===== config.mk =====
export PLATFORM = sky130hd
export DESIGN_NAME = alu_sequencer
export DESIGN_NICKNAME = d
export VERILOG_FILES = /design/src/rtl/alu_sequencer.sv
export SDC_FILE = /design/constraint.sdc
export NUM_CORES = 1
export LEC_CHECK = 0
export CORE_UTILIZATION = 28
export DETAILED_ROUTE_END_ITERATION = 7
export PLACE_DENSITY = 0.54
export SETUP_SLACK_MARGIN = 0.02
export SKIP_CTS_REPAIR_TIMING = 1
export SLEW_MARGIN = 20
export SYNTH_ARGS = -nofsm -noshare
export SYNTH_HDL_FRONTEND = slang
export SYNTH_SLANG_ARGS = --single-unit

===== constraint.sdc =====
create_clock -name clk -period 1.8 [get_ports clk]
set_clock_uncertainty 0.15 [all_clocks]
set_input_delay 0.18 -clock clk [delete_from_list [all_inputs] [get_ports clk]]
set_output_delay 0.18 -clock clk [all_outputs]
set_load 0.1 [all_outputs]

===== src/rtl/alu_sequencer.sv =====
// alu_sequencer: issues 12-bit instructions to a combinational 4-bit ALU and writes its results back
// Ports:
//   clk, rst                 clock and asynchronous active-high reset
//   instr_valid/instr_ready  instruction handshake; instr = {opcode, rd, rs1, rs2, 2'b00}, LDI imm = instr[5:2]
//   alu_opcode/op1/op2       registered operands presented to the ALU during EXEC
//   alu_dout/alu_eflags      ALU result and flags {zero, neg, overflow, carry}, captured at writeback
//   flags_q                  architectural flags register
//   done                     one-cycle pulse after writeback
//   err                      sticky illegal-opcode flag
//   rd_sel/rd_data           combinational debug read port into the register file
//   retired                  wrapping count of retired legal instructions
module alu_sequencer #(
   parameter int DW    = 4,
   parameter int NREG  = 4,
   parameter int CNT_W = 8
) (
   input  logic             clk,
   input  logic             rst,
   input  logic             instr_valid,
   input  logic [11:0]      instr,
   output logic             instr_ready,
   output logic [3:0]       alu_opcode,
   output logic [DW-1:0]    alu_op1,
   output logic [DW-1:0]    alu_op2,
   input  logic [DW-1:0]    alu_dout,
   input  logic [3:0]       alu_eflags,
   output logic [3:0]       flags_q,
   output logic             done,
   output logic             err,
   input  logic [1:0]       rd_sel,
   output logic [DW-1:0]    rd_data,
   output logic [CNT_W-1:0] retired
);
   typedef enum logic {IDLE, EXEC} state_t;
   state_t state_q, state_d;
   logic ready_q, ready_d, done_q, done_d, err_q, err_d;
   logic [11:2] instr_q, instr_d;
   logic [3:0] opc_q, opc_d, flags_d, op;
   logic [DW-1:0] op1_q, op1_d, op2_q, op2_d;
   logic [DW-1:0] regs_q [NREG];
   logic [DW-1:0] regs_d [NREG];
   logic [CNT_W-1:0] ret_q, ret_d;
   logic [1:0] rd;
   logic unused;
   // the two low instruction bits carry no information
   assign unused = ^instr[1:0];
   assign op = instr_q[11:8];
   assign rd = instr_q[7:6];
   always_comb begin
      state_d = state_q;
      instr_d = instr_q;
      opc_d   = opc_q;
      op1_d   = op1_q;
      op2_d   = op2_q;
      regs_d  = regs_q;
      flags_d = flags_q;
      done_d  = 1'b0;
      err_d   = err_q;
      ret_d   = ret_q;
      if (state_q == EXEC) begin
         state_d = IDLE;
         opc_d   = '0;
         op1_d   = '0;
         op2_d   = '0;
         done_d  = 1'b1;
         if (op inside {4'd1, 4'd2, 4'd4, 4'd5}) regs_d[rd] = alu_dout;
         if (op == 4'd6) regs_d[rd] = DW'(instr_q[5:2]);
         if (op inside {4'd1, 4'd2, 4'd3}) flags_d = alu_eflags;
         err_d = err_q | (op > 4'd6);
         ret_d = (op > 4'd6) ? ret_q : ret_q + 1'b1;
      end else if (instr_valid && ready_q) begin
         state_d = EXEC;
         instr_d = instr[11:2];
         // only real ALU operations reach the ALU; LDI, NOP and illegal codes present 0
         opc_d   = (instr[11:8] >= 4'd1 && instr[11:8] <= 4'd5) ? instr[11:8] : 4'd0;
         op1_d   = regs_q[instr[5:4]];
         op2_d   = regs_q[instr[3:2]];
      end
      ready_d = (state_d == IDLE);
   end
   always_ff @(posedge clk or posedge rst) begin
      if (rst) begin
         state_q <= IDLE;
         ready_q <= 1'b0;
         instr_q <= '0;
         opc_q   <= '0;
         op1_q   <= '0;
         op2_q   <= '0;
         regs_q  <= '{default: '0};
         flags_q <= '0;
         done_q  <= 1'b0;
         err_q   <= 1'b0;
         ret_q   <= '0;
      end else begin
         state_q <= state_d;
         ready_q <= ready_d;
         instr_q <= instr_d;
         opc_q   <= opc_d;
         op1_q   <= op1_d;
         op2_q   <= op2_d;
         regs_q  <= regs_d;
         flags_q <= flags_d;
         done_q  <= done_d;
         err_q   <= err_d;
         ret_q   <= ret_d;
      end
   end
   assign instr_ready = ready_q;
   assign alu_opcode  = opc_q;
   assign alu_op1     = op1_q;
   assign alu_op2     = op2_q;
   assign done        = done_q;
   assign err         = err_q;
   assign retired     = ret_q;
   assign rd_data     = regs_q[rd_sel];
endmodule

Yosys cells after proc, flatten, opt, wreduce, memory -nomap -nowiden
Index checks and enable logic that the tools add are counted.

Add/subtract/negate cells: 1. $mul: 0. Divide/modulo/power cells: 0. $lt $le $gt $ge: 8. Eq/ne operators: 6. Shifts and indexed selects: 0. Mux-type cells: 26. Bitwise logic cells: 8. Reductions and logical operators: 9.

Operators with widths (number): 4-bit 2-to-1 mux (14); 16-bit 2-to-1 mux (3); 16-bit bitwise mux (2); 4-bit binary-select mux with 2-bit select (3); 4-bit by 3-bit equality test with 1-bit output (second input constant) (3); 3-bit greater-or-equal comparator (second input constant) (4); 2-bit inverter with 3-bit output (4); 8-bit by 1-bit adder with 8-bit output (second input constant) (1); 4-bit demux with 2-bit select (1); 4-bit by 2-bit equality test with 1-bit output (second input constant) (2); 2-bit AND reduction (3); 4-bit by 1-bit equality test with 1-bit output (second input constant) (1); 4-bit by 1-bit greater-or-equal comparator with 1-bit output (second input constant) (1); 4-bit by 3-bit > comparator with 1-bit output (second input constant) (1); 4-bit by 3-bit <= comparator with 1-bit output (second input constant) (1); 4-bit nonzero test (1); 1-bit logical AND (3); 3-bit by 1-bit < comparator with 1-bit output (second input constant) (1); 1-bit 2-to-1 mux (3); 1-bit inverter (3); 3-bit nonzero test (1); 2-bit nonzero test (1); 1-bit bitwise OR (1).

Register bits after elaboration: 54. Bits in latches: 0. RAM bits: 0. Bits in read-only memories: 0. Bits of input ports: 25. Output and inout port bits: 31. Memories kept: 0.

Depth between registers and ports, before layout
Depth in word-level cells: 10. Depth in mapped cells: 4.

Least setup slack after synthesis
Ideal clock, no wire load.

Path kind: reg2reg. From: register ready_q, in the netlist instr_ready. To: register instr_q[11] (netlist bit). Arrival time: 1.691 ns. Data required time: 1.525 ns. Slack: -0.166 ns. Stages on the path, launching flop included: 4. Buffers on the path: 1. Cells stage by stage: dfrtp_1 -> nand3b_1 -> buf_2 -> mux2_2.

Longest elaborated chain between the ends: 2.

Ends and longest elaborated chain: start: declaration (line 36) `logic ready_q, ready_d, done_q, done_d, err_q, err_d;`; start signal: assignment (line 96) `ready_q <= ready_d;`; 1-bit logical AND (line 71) `end else if (instr_valid && ready_q) begin`; 2-bit AND reduction (no source line); end signal: assignment (line 97) `instr_q <= instr_d;`; end: declaration (line 37) `logic [11:2] instr_q, instr_d;`.

No other way between the ends. A chain may end at the register's enable or synchronous reset.

Final worst setup path
From: register regs_q[14] (netlist bit). To: output rd_data[2].

Longest elaborated chain between the ends: 3.

Ends and longest elaborated chain: start: declaration (line 40) `logic [DW-1:0] regs_q [NREG];`; start signal: assignment (line 101) `regs_q <= regs_d;`; 4-bit binary-select mux with 2-bit select (line 115) `assign rd_data = regs_q[rd_sel];`; 4-bit 2-to-1 mux (not written as such) (2 in series) (line 115); end: declaration (line 31) `output logic [DW-1:0] rd_data,`.

No other way between the ends. The select of a mux whose other input is x is not followed.

==> flow_summary.json <==
{
  "die_w_um": 95.7,
  "die_h_um": 95.7,
  "async_reset_ff_share_pct": 100,
  "timing.final.crit_share_pct": 98.8,
  "power_w": 0.00657,
  "slowest_stage": "mux4_2",
  "grt_setup_unrepaired": "true",
  "via_per_inst": 4.64,
  "cp-end-kind": "output pin",
  "synth.area.mux_share_pct": 28.2,
  "status": "completed",
  "area_growth_pct": 51.0,
  "total_leakage_power_nw": 1.58,
  "hpwlAfterDp_um": 3980,
  "ys_types": 32,
  "synth_edf_count": 0,
  "synth_top_family_by_area": "multiplexers",
  "syn_inst": 160,
  "fillCellCount": 763,
  "cts-htree-levels": 2,
  "cts_buffers": 5,
  "holdCritPathClass": "in2async",
  "rows": 33,
  "p_per_area_mw_per_mm2": 1770,
  "grt_max_degree": 27,
  "max-cap-violations": 0,
  "clk_latency_ns": 0.31,
  "ys_ff_latch": 54,
  "clock_sinks": 54,
  "path_class": "reg2out",
  "place_inst": 323,
  "gp_congestion": 0.758,
  "syn_area_mm2": 0.00246,
  "grt_pass1_wl_um": 8870,
  "avgSynthCellArea_um2": 15.4,
  "ant_nets": 0,
  "worst_slew_pin_slew_ns": 0.884,
  "cp_max_fo": 4,
  "antenna_found_initial": 0,
  "ys.flop_type": "dfrtp_1",
  "yosys.area_share.simple_pct": 7.93,
  "finalNonFillerCells": 341,
  "synth_seq_area_share_pct": 54.9,
  "yosysTopAreaCellShare_pct": 54.9,
  "slew_headroom_pct": 41.1,
  "gr-total-overflow": 0,
  "ir_drop_v": 0.00101,
  "yosysMostFrequentCell": "dfrtp_1",
  "dr_total_vias": 1581,
  "cp.arrival_ns": 1.45,
  "cp_cell_sequence": "mux4_2 -> buf_12",
  "drc": 0,
  "routed_wl_um": 5340,
  "setup_violations": 0,
  "hold_violations": 0,
  "dieArea_mm2": 0.00916,
  "synth_xor_xnor_area_share_pct": 2.49,
  "worst_setup_path_start_kind": "register",
  "drive_above_1_share_pct": 49.2,
  "fin_nets": 261,
  "yosysWarnings": 0,
  "track_usage_pct": 13.0,
  "ios": 56,
  "cpPeakStageDelay_ns": 0.51,
  "synth_nets": 186,
  "synth_compound_area_share_pct": 4.88,
  "clk_pin_slew_ns": 0.10,
  "diodes": 0,
  "seq_area_mm2": 0.00136,
  "synth_top_cell_by_area": "dfrtp_1",
  "cts_tree": "done",
  "required_ns": 1.47,
  "core_mm2": 0.00834,
  "drtPass1Iterations": 5,
  "port_buffers": 53,
  "multiInputGateArea_mm2": 0.00108,
  "ys_top_cells_by_count": "dfrtp_1, mux2_2, mux4_2, a22o_1, mux2_4",
  "start_util_pct": 29.5,
  "cts-root-buf": "clkbuf_8",
  "grt_pass1_vias": 1597,
  "drtIter0Drc": 73,
  "layout_min_cycle_time_ns": 1.78,
  "finalMaxSlewViolations": 0,
  "max_freq_mhz": 563,
  "synthTopCellsByArea": "dfrtp_1, mux2_2, mux4_2",
  "wire_per_inst_um": 15.7,
  "cts_buffer_depth": 2,
  "synthAdderAreaFrac_pct": 0.509
}
layer usage:
layer | vias to the layer above | global-route usage [%] | part of all wire, % | wire length (um)
met1 | 788 | 18.2 | 47 | 2530
met4 | 0 | 3.73 | 0.75 | 40
met3 | 2 | 2.61 | 3.1 | 163
li1 | 758 | - | - | -
met5 | - | 0 | 0 | 0
met2 | 33 | 20.5 | 49 | 2610
worst max-delay path: cells and delay by family (launching register included):
family                 cells  cell delay [ns]
DFF                        1             0.44
muxes                      1             0.51
buffers and inverters      1             0.19
where the power goes:
group | switching (W) | leakage, nW | internal [W] | total (W)
clock | 0.000392 | 0.0554 | 0.000418 | 0.000810
combinational | 0.00206 | 0.869 | 0.00160 | 0.00366
sequential | 0.000470 | 0.653 | 0.00163 | 0.00210
sequential cells by signal, summed over array words and instances (netlist names):
signal,count
regs_q,16
instr_q,10
alu_op2,4
alu_opcode,4
done,1
state_q,1
alu_op1,4
retired,8
instr_ready,1
flags_q,4
err,1
through the flow:
stage	cell area (um2)	util (%)	hold WS, ns	setup TNS [ns]	setup slack, ns
after global routing	3710	44.5	0.0376	-0.0429	-0.0136
after CTS	3630	43.6	0.0203	-0.432	-0.120
final	3710	44.5	0.0110	0	0.0222
after detailed placement	3520	42.2	0.347	-0.437	-0.119
after floorplan	2470	-	0.163	0	0.0382
after global placement	3520	42.2	0.339	-0.411	-0.100
logic make-up after synthesis:
kind of cell / Yosys count
compound gates: 15
xor+xnor: 7
fa+ha+maj: 1
buf+inv: 6
flops: 54
mux: 47
simple gates: 30
area by class of cell:
class,instances,share of cell area [%]
sequential,54,36.6
multi-input combinational,100,29.2
tap,105,3.54
clock buffer,6,1.95
inverter,3,0.303
timing repair buffer,71,27.3
clock inverter,2,1.04
layout by cell type, fill, tap and decap left out, types with 2 or more instances in the layout:
cell	n
mux4_2	12
buf_4	15
a22o_1	10
nand3b_1	2
nand4_1	3
buf_12	34
clkbuf_8	5
dfrtp_2	8
and2_1	2
nand2_1	3
mux2_4	8
xnor2_1	4
nor2b_1	4
mux2_2	27
nand3_1	5
dfrtp_1	46
nor3_1	2
xor2_1	3
a21oi_1	2
clkdlybuf4s50_1	21
final timing paths:
check | from | end | slack (ns) | depth (start not counted)
min in group clk | alu_eflags[2] | flags_q[2] | 0.34 | 2
max reg2reg | instr_q[8] | regs_q[9] | 0.10 | 3
max | regs_q[14] | rd_data[2] | 0.02 | 2
min reg2reg | instr_q[5] | instr_q[5] | 0.37 | 1
min | rst | alu_op1[3] | 0.01 | 2
max in group asynchronous | rst | instr_q[8] | 1.01 | 3
No activity file was read; power rests on OpenSTA's default activity.
